### config.mk
export PLATFORM = sky130hd
export DESIGN_NAME = pc_seq
export DESIGN_NICKNAME = d
export VERILOG_FILES = /design/src/rtl/pc_seq.sv
export SDC_FILE = /design/constraint.sdc
export NUM_CORES = 1
export LEC_CHECK = 0
export BUFFER_PORTS_ARGS = -buffer_cell sky130_fd_sc_hd__clkbuf_2
export CORE_MARGIN = 4
export CORE_UTILIZATION = 45
export CTS_CLUSTER_SIZE = 8
export DETAILED_ROUTE_END_ITERATION = 8
export PLACE_DENSITY = 0.66
export SLEW_MARGIN = 20
export SYNTH_ARGS = -nofsm -noshare
export SYNTH_HDL_FRONTEND = slang
export SYNTH_SLANG_ARGS = --single-unit
### constraint.sdc
create_clock -name clk -period 3.1 [get_ports clk]
set_input_delay 0.31 -clock clk [delete_from_list [all_inputs] [get_ports clk]]
set_output_delay 0.31 -clock clk [all_outputs]
set_load 0.03 [all_outputs]
### src/rtl/pc_seq.sv
// Program counter sequencer: jump/call/return/increment with a LIFO return stack.
// Optional stack-fault trap with freeze is enabled by defining PC_SEQ_TRAP_EN.
module pc_seq #(
    parameter int unsigned AW       = 4,
    parameter int unsigned SD       = 4,
    parameter logic [AW-1:0] RST_ADDR = '0
) (
    input  logic                     clk,
    input  logic                     rst_n,
    input  logic                     en,
    input  logic                     load_n,
    input  logic [AW-1:0]            in,
    input  logic                     call,
    input  logic                     ret,
    output logic [AW-1:0]            out_addr,
    output logic [$clog2(SD+1)-1:0]  level,
    output logic                     full,
    output logic                     empty,
    output logic                     err
);

    localparam int unsigned LW    = $clog2(SD + 1);
    localparam int unsigned IW    = (SD > 1) ? $clog2(SD) : 1;
    localparam int unsigned DEPTH = 2 ** IW;

    // Return stack storage; entries at or above level are never read.
    logic [AW-1:0] stack [DEPTH];

    logic [AW-1:0] pc_nxt;
    logic [LW-1:0] lvl_nxt;
    logic          err_nxt;
    logic          push;
    logic [AW-1:0] pc_inc;
    logic [IW-1:0] push_idx;
    logic [IW-1:0] pop_idx;

    assign pc_inc   = AW'(out_addr + 1'b1);
    assign push_idx = IW'(level);
    assign pop_idx  = IW'(level - 1'b1);

    // Next-state selection in priority order: jump, call, return, increment.
    always_comb begin
        pc_nxt  = out_addr;
        lvl_nxt = level;
        err_nxt = err;
        push    = 1'b0;
        if (en && !err) begin
            if (!load_n) begin
                pc_nxt = in;
            end else if (call) begin
                if (!full) begin
                    push    = 1'b1;
                    lvl_nxt = LW'(level + 1'b1);
                    pc_nxt  = in;
                end else begin
`ifdef PC_SEQ_TRAP_EN
                    err_nxt = 1'b1;
`else
                    pc_nxt  = in;
`endif
                end
            end else if (ret) begin
                if (!empty) begin
                    pc_nxt  = stack[pop_idx];
                    lvl_nxt = LW'(level - 1'b1);
                end else begin
`ifdef PC_SEQ_TRAP_EN
                    err_nxt = 1'b1;
`else
                    pc_nxt  = pc_inc;
`endif
                end
            end else begin
                pc_nxt = pc_inc;
            end
        end
    end

    // PC, level and registered level decodes.
    always_ff @(posedge clk or negedge rst_n) begin
        if (!rst_n) begin
            out_addr <= RST_ADDR;
            level    <= '0;
            full     <= 1'b0;
            empty    <= 1'b1;
        end else begin
            out_addr <= pc_nxt;
            level    <= lvl_nxt;
            full     <= (lvl_nxt == LW'(SD));
            empty    <= (lvl_nxt == '0);
        end
    end

`ifdef PC_SEQ_TRAP_EN
    // Sticky fault flag; once set it also freezes all sequencing state.
    always_ff @(posedge clk or negedge rst_n) begin
        if (!rst_n) begin
            err <= 1'b0;
        end else begin
            err <= err_nxt;
        end
    end
`else
    assign err = 1'b0;
`endif

    // Stack contents need no reset.
    always_ff @(posedge clk) begin
        if (push) begin
            stack[push_idx] <= pc_inc;
        end
    end

endmodule

==> reports/qor.csv, run 1 <==
stage,metric,value,unit
sta,Period minus WS final,2050,ps
synthesis,Mapped Cells,86,
final_layout,# fillers,230,
synthesis,synth warn,0,
drt,Remaining DRCs,0,
final_layout,register area,707,µm²
placed_design,# port buffers,18,
drt,DRT antenna net count,0,
sta,Setup TNS,0,ps
sta,Final Hold Fails,0,
synthesis,synth unique cells,34,
setup_path,worst stage delay on the critical path,620,ps
drt,routed len/inst,15.2,µm
synthesis,Yosys reg bits,25,
min_path,HP Class,in -> reg,
placed_design,Setup WS pre-CTS,1060,ps
setup_path,Reg-to-Reg Start,level[0],
setup_path,"Cell Chain, Critical Path",inv_1 -> ha_1 -> mux4_2 -> mux2_4 -> a31o_1,
placed_design,Final Wtd Congestion,0.750,
synthesis,"Avg Cell Area, Syn",14.0,µm²
synthesis,sequential element share of the synthesized area,58.5,%
sta,worst slew pin tran,497,ps
drt,DRT Pass-1 Iters,4,
global_route,GR Util met2,17.9,%
floorplanning,total die area,3580,µm²
floorplanning,core region area,2520,µm²
global_route,number of global-route vias before repair,666,
final_layout,Multi-input gate area,452,µm²
cts,Worst-path clk slew,140,ps
setup_path,kind of critical path,reg -> reg,
sta,Post-Route Skew,2.76,ps
cts,Skew-Pair Late Insertion Delay,320,ps
global_route,GRT Max-Usage Layer,met1,
cts,CTS Sinks,25,
placed_design,Post-DP HPWL,1.54,mm
placed_design,Placed Cells,129,
sta,Final WS setup,1050,ps
global_route,M3 GR Usage,2.59,%
flow_run,number of max-cap violations,0,
setup_path,R2R depth,5,
drt,Vias,732,
setup_path,Critical Path AT,2280,ps
sta,RSZ-0062 raised after global routing,false,
synthesis,syn_nets,101,
floorplanning,I/O pins,20,
run_status,status,"complete, no violations",
global_route,gr usage total,12.3,%
sta,relative slew slack,66.8,%
floorplanning,Site Rows,18,
final_layout,Finished Layout Cells,134,
sta,final worst-path cycle share,66.1,%
global_route,largest net degree at the start of global routing,16,
sta,setup violators final,0,
final_layout,Post-layout nets,120,
cts,htree depth,1,
drt,Via density,5.46,
floorplanning,Die X,59.8,µm
setup_path,CP max-delay cell,dfrtp_1,
setup_path,start point of the critical path,level[0],
setup_path,CP Launch Type,flip-flop,
final_layout,"most common cell after layout, fill and taps aside",clkbuf_2,
power_and_ir_drop,Peak VDD IR,0.521,mV
power_and_ir_drop,power density over the cells,804,nW/µm²
cts,CTS Buffer Depth,2,
setup_path,FF-to-FF End,out_addr[3],
final_layout,"Design Area, Final",1350,µm²
final_layout,Diodes inserted,0,
global_route,initial antenna violation count,0,
sta,Max Slew Vio Count,0,
drt,DR iter-0 viols,48,
final_layout,Layout area overhead,11.4,%
floorplanning,starting density of the core,47.9,%
cts,Num CTS Buffers,3,
setup_path,CP endpoint kind,flip-flop,
placed_design,placed cell areas,1310,µm²
floorplanning,Die Ht,59.8,µm
power_and_ir_drop,Total Power,0.00108,W
global_route,global-route wire length before repair,3.17,mm
final_layout,"commonest cells after routing, fill and taps aside","clkbuf_2 (18), edfxtp_1 (16), dfrtp_1 (8)",
cts,CTS root buffer,clkbuf_4,
global_route,GR Layer Usage met1,18.2,%
setup_path,last element of the critical path,out_addr[3],
drt,WL final,2.04,mm
cts,Resized cells post-CTS,0,
setup_path,reg2reg setup slack,1050,ps
setup_path,"Req. time, crit path",3330,ps
final_layout,layout cells sized above 1,25.0,%
setup_path,worst-path fanout max,11,
power_and_ir_drop,LEAKAGE,0.573,nW
global_route,Overflow after GRT,0,
synthesis,mapped cell area,1210,µm²
cts,CTS tree,built,
sta,fmax,488,MHz
## worst min-delay path by stage
stage           from     endpoint  slack [ps]  cells past startpoint
6_report       in[0]  out_addr[0]         300                      3
3_5_place_dp   rst_n         full         180                      1
2_1_floorplan  rst_n         full          10                      0
3_3_place_gp   rst_n         full         180                      1
5_1_grt        in[0]  out_addr[0]         330                      3
4_1_cts        in[0]  out_addr[0]         290                      3
## power breakdown
group          internal [W]  switching [W]
Clock             0.0000493      0.0000992
Sequential         0.000434      0.0000596
Combinational      0.000189       0.000251
## what timing repair did
| item | CTS | global route |
|---|---|---|
| buffers inserted | 0 | 0 |
| endpoints found under the hold margin | 8 | 0 |
| hold buffers | 1 | 0 |
## area by class of cell
cell class,count,area share [%]
multi-input combinational,51,33.6
sequential,25,52.6
clock buffer,3,1.67
inverter,5,1.40
clock inverter,1,0.558
tap,30,2.79
timing repair buffer,19,7.44
## cells in the mapped netlist
master	n	area [µm²]
a21oi_1	1	5.00
a31o_1	1	8.76
a31oi_1	2	12.5
a32oi_1	1	8.76
and2_0	1	6.26
and2b_1	1	7.51
and3_1	6	37.5
and3b_1	1	8.76
buf_4	1	7.51
buf_6	1	11.3
clkbuf_1	3	11.3
conb_1	1	3.75
dfrtp_1	8	200
dfstp_2	1	26.3
edfxtp_1	16	480
ha_1	5	62.6
inv_1	5	18.8
mux2_2	1	11.3
mux2_4	1	15.0
mux2i_1	2	20.0
mux4_1	3	78.8
mux4_2	1	22.5
nand2_1	3	11.3
nand2b_1	2	12.5
nand3_1	1	5.00
nor2_1	1	3.75
nor2b_1	3	18.8
nor3b_1	1	7.51
o21ai_0	2	10.0
o21ai_1	1	5.00
o221ai_1	1	8.76
o22ai_1	4	25.0
xnor2_1	3	26.3
xor2_1	1	8.76
## cell families after synthesis
| group | share of synthesized area (%) |
|---|---|
| AO/OA/AOI/OAI | 6.94 |
| buffers and inverters | 4.04 |
| other | 0.311 |
| XOR/XNOR | 2.90 |
| AND/OR/NAND/NOR | 9.85 |
| multiplexers | 12.2 |
| flip-flops | 58.5 |
| adder cells (fa/ha/maj) | 5.18 |
## sequential cells by signal, indices dropped and copies added (netlist names)
| register | cells |
|---|---|
| level | 3 |
| empty | 1 |
| stack | 16 |
| full | 1 |
| out_addr | 4 |
## per-layer routing
layer  part of all wire, %  routed length (µm)
met3                   7.1                 144
met1                    50                1010
met5                     0                   0
met4                  0.98                  20
met2                    42                 864
## worst max-delay path, delay by kind of cell (launching register included)
kind	cells	cell delay, ps
flip-flops	1	620
adder cells (fa/ha/maj)	1	420
AO/OA/AOI/OAI	1	210
multiplexers	2	580
buffers and inverters	1	130
## metrics by stage
| step | util, % | hold slack [ps] |
|---|---|---|
| after floorplan | - | 14.4 |
| after global placement | 51.7 | 176 |
| after detailed placement | 51.7 | 182 |
| after CTS | 53.3 | 288 |
| after global routing | 53.3 | 330 |
| final | 53.3 | 302 |
No activity file was read; power rests on OpenSTA's default activity.
==> run 2: changes to the inputs <==
--- a/config.mk
+++ b/config.mk
@@ -5,12 +5,13 @@
 export SDC_FILE = /design/constraint.sdc
 export NUM_CORES = 1
 export LEC_CHECK = 0
+export ABC_AREA = 1
 export BUFFER_PORTS_ARGS = -buffer_cell sky130_fd_sc_hd__clkbuf_2
 export CORE_MARGIN = 4
 export CORE_UTILIZATION = 45
 export CTS_CLUSTER_SIZE = 8
 export DETAILED_ROUTE_END_ITERATION = 8
-export PLACE_DENSITY = 0.66
+export PLACE_DENSITY = 0.65
 export SLEW_MARGIN = 20
 export SYNTH_ARGS = -nofsm -noshare
 export SYNTH_HDL_FRONTEND = slang
==> constraint.sdc (replaced) <==
create_clock -name clk -period 1.9 [get_ports clk]
set_input_delay 0.19 -clock clk [delete_from_list [all_inputs] [get_ports clk]]
set_output_delay 0.19 -clock clk [all_outputs]
set_load 0.03 [all_outputs]
==> reports/qor.csv, run 2 <==
stage,metric,value,unit,change
run_status,status,"complete, no violations",,
final_layout,Diodes inserted,0,,unchanged
final_layout,Biggest register,stack,,
drt,routed len/inst,12.4,µm,-19%
final_layout,Layout area overhead,11.3,%,
cts,CTS Buffer Depth,2,,unchanged
setup_path,worst stage delay on the critical path,450,ps,-170 ps
drt,DRT antenna net count,0,,unchanged
cts,htree depth,1,,unchanged
drt,DR iter-0 viols,37,,-23%
floorplanning,core region area,2810,µm²,+11%
global_route,number of global-route vias before repair,938,,+41%
synthesis,"top cells by count, synth","nand2_1 (35), inv_1 (24), edfxtp_1 (16), nand3_1 (16), nor2_1 (14)",,
cts,CTS root buffer,clkbuf_4,,
drt,WL final,2.56,mm,+26%
final_layout,Top Registers,"stack x16, out_addr x4, level x3",,
power_and_ir_drop,Total Power,0.00188,W,+74%
setup_path,Crit path top cell by count,inv_1,,
final_layout,layout cells sized above 1,24.4,%,-0.57 points
power_and_ir_drop,LEAKAGE,0.741,nW,+29%
synthesis,Post-synth top flop,edfxtp_1,,
placed_design,Final Wtd Congestion,0.957,,+28%
synthesis,"top cells by area, synth","edfxtp_1 (36%), dfrtp_1 (15%), nand2_1 (9.7%)",,
cts,Resized cells post-CTS,0,,unchanged
global_route,Overflow after GRT,0,,unchanged
setup_path,"Cell Chain, Critical Path",inv_1 -> ha_1 -> inv_1 -> nand2_1 -> a21oi_2 -> nor2_4 -> nand2_2 -> nor2_2,,
setup_path,worst-path fanout max,8,,-3
sta,final worst-path cycle share,81.7,%,+16 points
synthesis,mapped cell area,1350,µm²,+12%
floorplanning,Die X,62.8,µm,+5.1%
floorplanning,total die area,3950,µm²,+10%
sta,Final Hold Fails,0,,unchanged
sta,setup violators final,0,,unchanged
cts,CTS Sinks,25,,unchanged
sta,Max Slew Vio Count,0,,unchanged
cts,Skew-Pair Late Insertion Delay,310,ps,about the same
cts,CTS tree,built,,
sta,RSZ-0062 raised after global routing,false,,
cts,Worst-path clk slew,130,ps,about the same
synthesis,Synth area leader,edfxtp_1,,
drt,Via density,4.84,,-11%
global_route,largest net degree at the start of global routing,15,,-1
global_route,global-route wire length before repair,4.51,mm,+42%
synthesis,Mapped Cells,155,,+80%
placed_design,# port buffers,18,,unchanged
sta,Period minus WS final,1550,ps,-497 ps
floorplanning,I/O pins,20,,unchanged
floorplanning,Site Rows,19,,+1
power_and_ir_drop,power density over the cells,1250,nW/µm²,+55%
setup_path,Critical Path AT,1780,ps,-500 ps
final_layout,max reg flops,16,,unchanged
setup_path,kind of critical path,reg -> reg,,
floorplanning,starting density of the core,48.2,%,+0.35 points
synthesis,synth unique cells,25,,-26%
synthesis,sequential element share of the synthesized area,52.3,%,-6.3 points
final_layout,Post-layout nets,192,,+60%
synthesis,Synth top area share,35.5,%,-4.3 points
global_route,gr usage total,14.6,%,+2.3 points
final_layout,"commonest cells after routing, fill and taps aside","nand2_1 (35), inv_1 (24), clkbuf_2 (18)",,
synthesis,synth warn,0,,unchanged
min_path,HP Class,in -> reg,,
sta,Post-Route Skew,10.6,ps,+7.85 ps
drt,DRT Pass-1 Iters,4,,unchanged
floorplanning,Die Ht,62.8,µm,+5.1%
synthesis,asr flop ratio synth,36.0,%,unchanged
sta,fmax,644,MHz,+32%
cts,Num CTS Buffers,3,,unchanged
synthesis,Yosys reg bits,25,,unchanged
synthesis,"count leader, synth",nand2_1,,
placed_design,Post-DP HPWL,2.05,mm,+33%
flow_run,number of max-cap violations,0,,unchanged
setup_path,CP max-delay cell,dfrtp_1,,
synthesis,"Avg Cell Area, Syn",8.73,µm²,-38%
setup_path,CP endpoint kind,flip-flop,,
synthesis,syn_nets,170,,+68%
drt,Remaining DRCs,0,,unchanged
synthesis,"EDFF count, synth",16,,unchanged
global_route,initial antenna violation count,0,,unchanged
power_and_ir_drop,Peak VDD IR,0.839,mV,+61%
final_layout,"most common cell after layout, fill and taps aside",nand2_1,,
setup_path,CP Launch Type,flip-flop,,
setup_path,"Req. time, crit path",2130,ps,-1200 ps
cts,post-CTS setup buffers,0,,unchanged
drt,Vias,1001,,+37%
sta,Setup TNS,0,ps,unchanged
==> run 2: cell types whose count changed after synthesis, moves of 4 or more <==
cell | before | now
a21oi_1 | 1 | 5
and3_1 | 6 | 0
nor2_2 | 0 | 4
nor2_1 | 1 | 14
inv_2 | 0 | 4
o22ai_1 | 4 | 0
nand3_1 | 1 | 16
nand2_1 | 3 | 35
nand2_2 | 0 | 5
inv_1 | 5 | 24
==> run 2: path summary, 6_finish.rpt <==
path,from,end,slack (ps),depth (start not counted)
setup / recovery,level[1],full,350,8
hold / removal,en,out_addr[0],170,3
setup reg to reg,level[1],full,350,8
hold reg to reg,out_addr[3],out_addr[3],550,2
max in group asynchronous,rst_n,empty,1410,2
min in group asynchronous,rst_n,full,240,2
==> run 2: worst max-delay path: cells and delay by family, from the launching register on <==
kind,cells,cell delay (ps)
buf+inv,2,230
simple gates,4,230
flops,1,450
fa+ha+maj,1,370
compound gates,1,180
==> run 2: through the flow <==
step	std cells	hold slack, ps	utilization, %	setup slack (ps)	cell area (µm²)
after floorplan	155	-106	-	190	1350
after global placement	202	58.9	52.4	425	1470
after detailed placement	202	59.5	52.4	359	1470
after CTS	207	166	53.7	338	1510
after global routing	207	143	53.7	212	1510
final	207	171	53.7	347	1510
==> run 2: metal layers <==
metal	global-route usage, %	routed length, µm
met1	20.2	1270
met2	22.8	1140
met3	2.34	109
met4	5.79	36
met5	0	0
==> run 2: kinds of logic after synthesis <==
logic type	after synthesis	share of synthesized area, %
DFF	25	52.3
adders and majority gates	5	4.63
buffers and inverters	32	9.53
AOI/OAI and AO/OA	8	3.24
and+or+nand+nor	84	30.1
other	1	0.277
==> run 2: report_power, final <==
part           internal, W  switching [W]  leakage, nW  total [W]
logic             0.000292       0.000593        0.473   0.000885
registers         0.000689      0.0000740        0.252   0.000763
clock network    0.0000819       0.000149       0.0150   0.000231
total              0.00106       0.000816        0.741    0.00188
==> run 2: what timing repair did <==
item	4_1_cts	5_1_grt
setup endpoints to repair	0	0
endpoints found under the hold margin	9	0
hold buffers	1	0
==> run 2: layout make-up <==
class / count / area (µm²)
sequential: 25 / 707
clock buffer: 4 / 26.3
fill: 271 / 1300
timing repair buffer: 20 / 108
tap: 31 / 38.8
inverter: 29 / 109
multi-input combinational: 98 / 517
==> run 3: changes to the inputs <==
==> constraint.sdc (replaced) <==
create_clock -name clk -period 1.6 [get_ports clk]
set_input_delay 0.16 -clock clk [delete_from_list [all_inputs] [get_ports clk]]
set_output_delay 0.16 -clock clk [all_outputs]
set_load 0.03 [all_outputs]
==> reports/qor.csv, run 3 (synthesized netlist as in run 2, its figures left out) <==
stage,metric,value,unit,change
placed_design,# port buffers,18,,unchanged
global_route,initial antenna violation count,0,,unchanged
cts,post-CTS setup buffers,0,,unchanged
setup_path,kind of critical path,reg -> reg,,
final_layout,"commonest cells after routing, fill and taps aside","nand2_1 (35), inv_1 (24), clkbuf_2 (18)",,
final_layout,# fillers,259,,-4.4%
setup_path,Critical Path AT,1680,ps,-100 ps
sta,hold_ws,120,ps,-50.5 ps
final_layout,"Design Area, Final",1520,µm²,+1.2%
power_and_ir_drop,Peak VDD IR,0.770,mV,-8.2%
min_path,Hold Path Sink,out_addr[1],,
sta,RSZ-0062 raised after global routing,false,,
sta,Period minus WS final,1440,ps,-111 ps
sta,setup violators final,0,,unchanged
floorplanning,starting density of the core,48.2,%,unchanged
sta,fmax,693,MHz,+7.7%
setup_path,R2R depth,8,,unchanged
drt,routed len/inst,12.3,µm,-0.47%
placed_design,Post-DP HPWL,1.99,mm,-3.0%
power_and_ir_drop,LEAKAGE,0.738,nW,-0.39%
setup_path,"Req. time, crit path",1830,ps,-300 ps
setup_path,CP max-delay cell,dfrtp_2,,
drt,WL final,2.55,mm,-0.47%
power_and_ir_drop,power density over the cells,1520,nW/µm²,+21%
setup_path,worst-path fanout max,9,,+1
min_path,min-delay src,en,,
placed_design,Final Wtd Congestion,0.792,,-17%
cts,CTS Sinks,25,,unchanged
global_route,largest net degree at the start of global routing,16,,+1
drt,Vias,1000,,-0.10%
global_route,gr usage total,13.5,%,-1.1 points
floorplanning,Site Rows,19,,unchanged
final_layout,Biggest register,stack,,
flow_run,number of max-cap violations,0,,unchanged
cts,Worst-path clk slew,140,ps,about the same
setup_path,worst stage delay on the critical path,430,ps,-20 ps
sta,Post-Route Skew,2.25,ps,-8.35 ps
cts,Num CTS Buffers,3,,unchanged
sta,final worst-path cycle share,90.2,%,+8.4 points
final_layout,Layout area overhead,12.7,%,
cts,CTS tree,built,,
setup_path,CP Launch Type,flip-flop,,
cts,htree depth,1,,unchanged
drt,DR iter-0 viols,48,,+30%
cts,CTS root buffer,clkbuf_4,,
cts,CTS Buffer Depth,2,,unchanged
final_layout,Top Registers,"stack x16, out_addr x4, level x3",,
final_layout,"Core Util, Final",54.3,%,+0.67 points
placed_design,Placed Cells,202,,unchanged
final_layout,"most common cell after layout, fill and taps aside",nand2_1,,
global_route,number of global-route vias before repair,926,,-1.3%
setup_path,CP endpoint kind,flip-flop,,
final_layout,layout cells sized above 1,26.7,%,+2.3 points
cts,Skew-Pair Late Insertion Delay,320,ps,about the same
sta,Final Hold Fails,0,,unchanged
drt,Remaining DRCs,0,,unchanged
run_status,status,"complete, no violations",,
drt,DRT Pass-1 Iters,4,,unchanged
setup_path,Worst Path Buf+Inv,2,,unchanged
setup_path,Reg-to-Reg Start,level[0],,
floorplanning,Die X,62.8,µm,unchanged
final_layout,max reg flops,16,,unchanged
final_layout,Finished Layout Cells,207,,unchanged
setup_path,FF-to-FF End,full,,
drt,DRT antenna net count,0,,unchanged
drt,Via density,4.83,,about the same
min_path,HP Class,in -> reg,,
min_path,hold path cells,3,,unchanged
setup_path,"Cell Chain, Critical Path",inv_2 -> ha_4 -> inv_1 -> nand2_1 -> a21oi_2 -> nor2_4 -> nand2_2 -> nor2_2,,
setup_path,reg2reg setup slack,160,ps,-190 ps
final_layout,Post-layout nets,192,,unchanged
sta,Max Slew Vio Count,0,,unchanged
global_route,global-route wire length before repair,4.23,mm,-6.3%
floorplanning,core region area,2810,µm²,unchanged
global_route,Overflow after GRT,0,,unchanged
floorplanning,total die area,3950,µm²,unchanged
floorplanning,I/O pins,20,,unchanged
sta,Setup TNS,0,ps,unchanged
placed_design,placed cell areas,1470,µm²,+0.17%
floorplanning,Die Ht,62.8,µm,unchanged
setup_path,Top delay family on crit path,flip-flops,,
final_layout,Diodes inserted,0,,unchanged
run 3: cell count changes in the layout (fill, tap and decap cells not counted):
cell / delta
clkbuf_1: -1
clkinvlp_4: +1
dfrtp_1: -2
dfrtp_2: +2
ha_1: -1
ha_4: +1
run 3: timing repair:
item,4_1_cts,5_1_grt
resized for setup,0,2
setup endpoints to repair,0,2
hold endpoints to repair,9,0
hold buffers,1,0
run 3: metal layers:
metal	up-vias	routed length (µm)	GRT usage (%)
li1	522	-	-
met1	452	1290	17.9
met2	24	1150	22.4
met3	2	96	2.34
met4	0	20	4.13
met5	-	0	0
run 3: final cells by class:
cell class / instances / area (µm²) / share of cell area (%)
Sequential cell: 25 / 709 / 46.6
Tap cell: 31 / 38.8 / 2.55
Multi-Input combinational cell: 98 / 529 / 34.7
Timing Repair Buffer: 20 / 108 / 7.06
Inverter: 29 / 109 / 7.14
Clock buffer: 3 / 22.5 / 1.48
Clock inverter: 1 / 7.51 / 0.493
run 3: how the worst max path moves through the flow:
stage | from | end | slack (ps) | cells past startpoint
2_1_floorplan | level[0] | full | 20 | 9
3_3_place_gp | level[0] | full | 130 | 8
3_5_place_dp | level[0] | full | 90 | 8
4_1_cts | level[0] | full | 70 | 8
5_1_grt | level[1] | full | 80 | 8
6_report | level[0] | full | 160 | 8
run 3: tightest hold or removal path, delay by kind of cell:
family | cells | cell delay (ps)
AOI/OAI and AO/OA | 1 | 40
buffers and inverters | 1 | 110
and+or+nand+nor | 1 | 100
run 3: report_power, final:
group	total (W)	internal [W]	switching, W
Clock	0.000296	0.0000954	0.000200
Combinational	0.00110	0.000386	0.000716
Sequential	0.000912	0.000823	0.0000891
Total	0.00231	0.00130	0.00101
run 3: through the flow:
step	power, W	worst slack, ps
floorplan	0.00173	15.3
global placement	0.00196	131
detailed placement	0.00197	90.6
CTS	0.00227	70.6
global route	0.00249	77.1
finish	0.00231	157
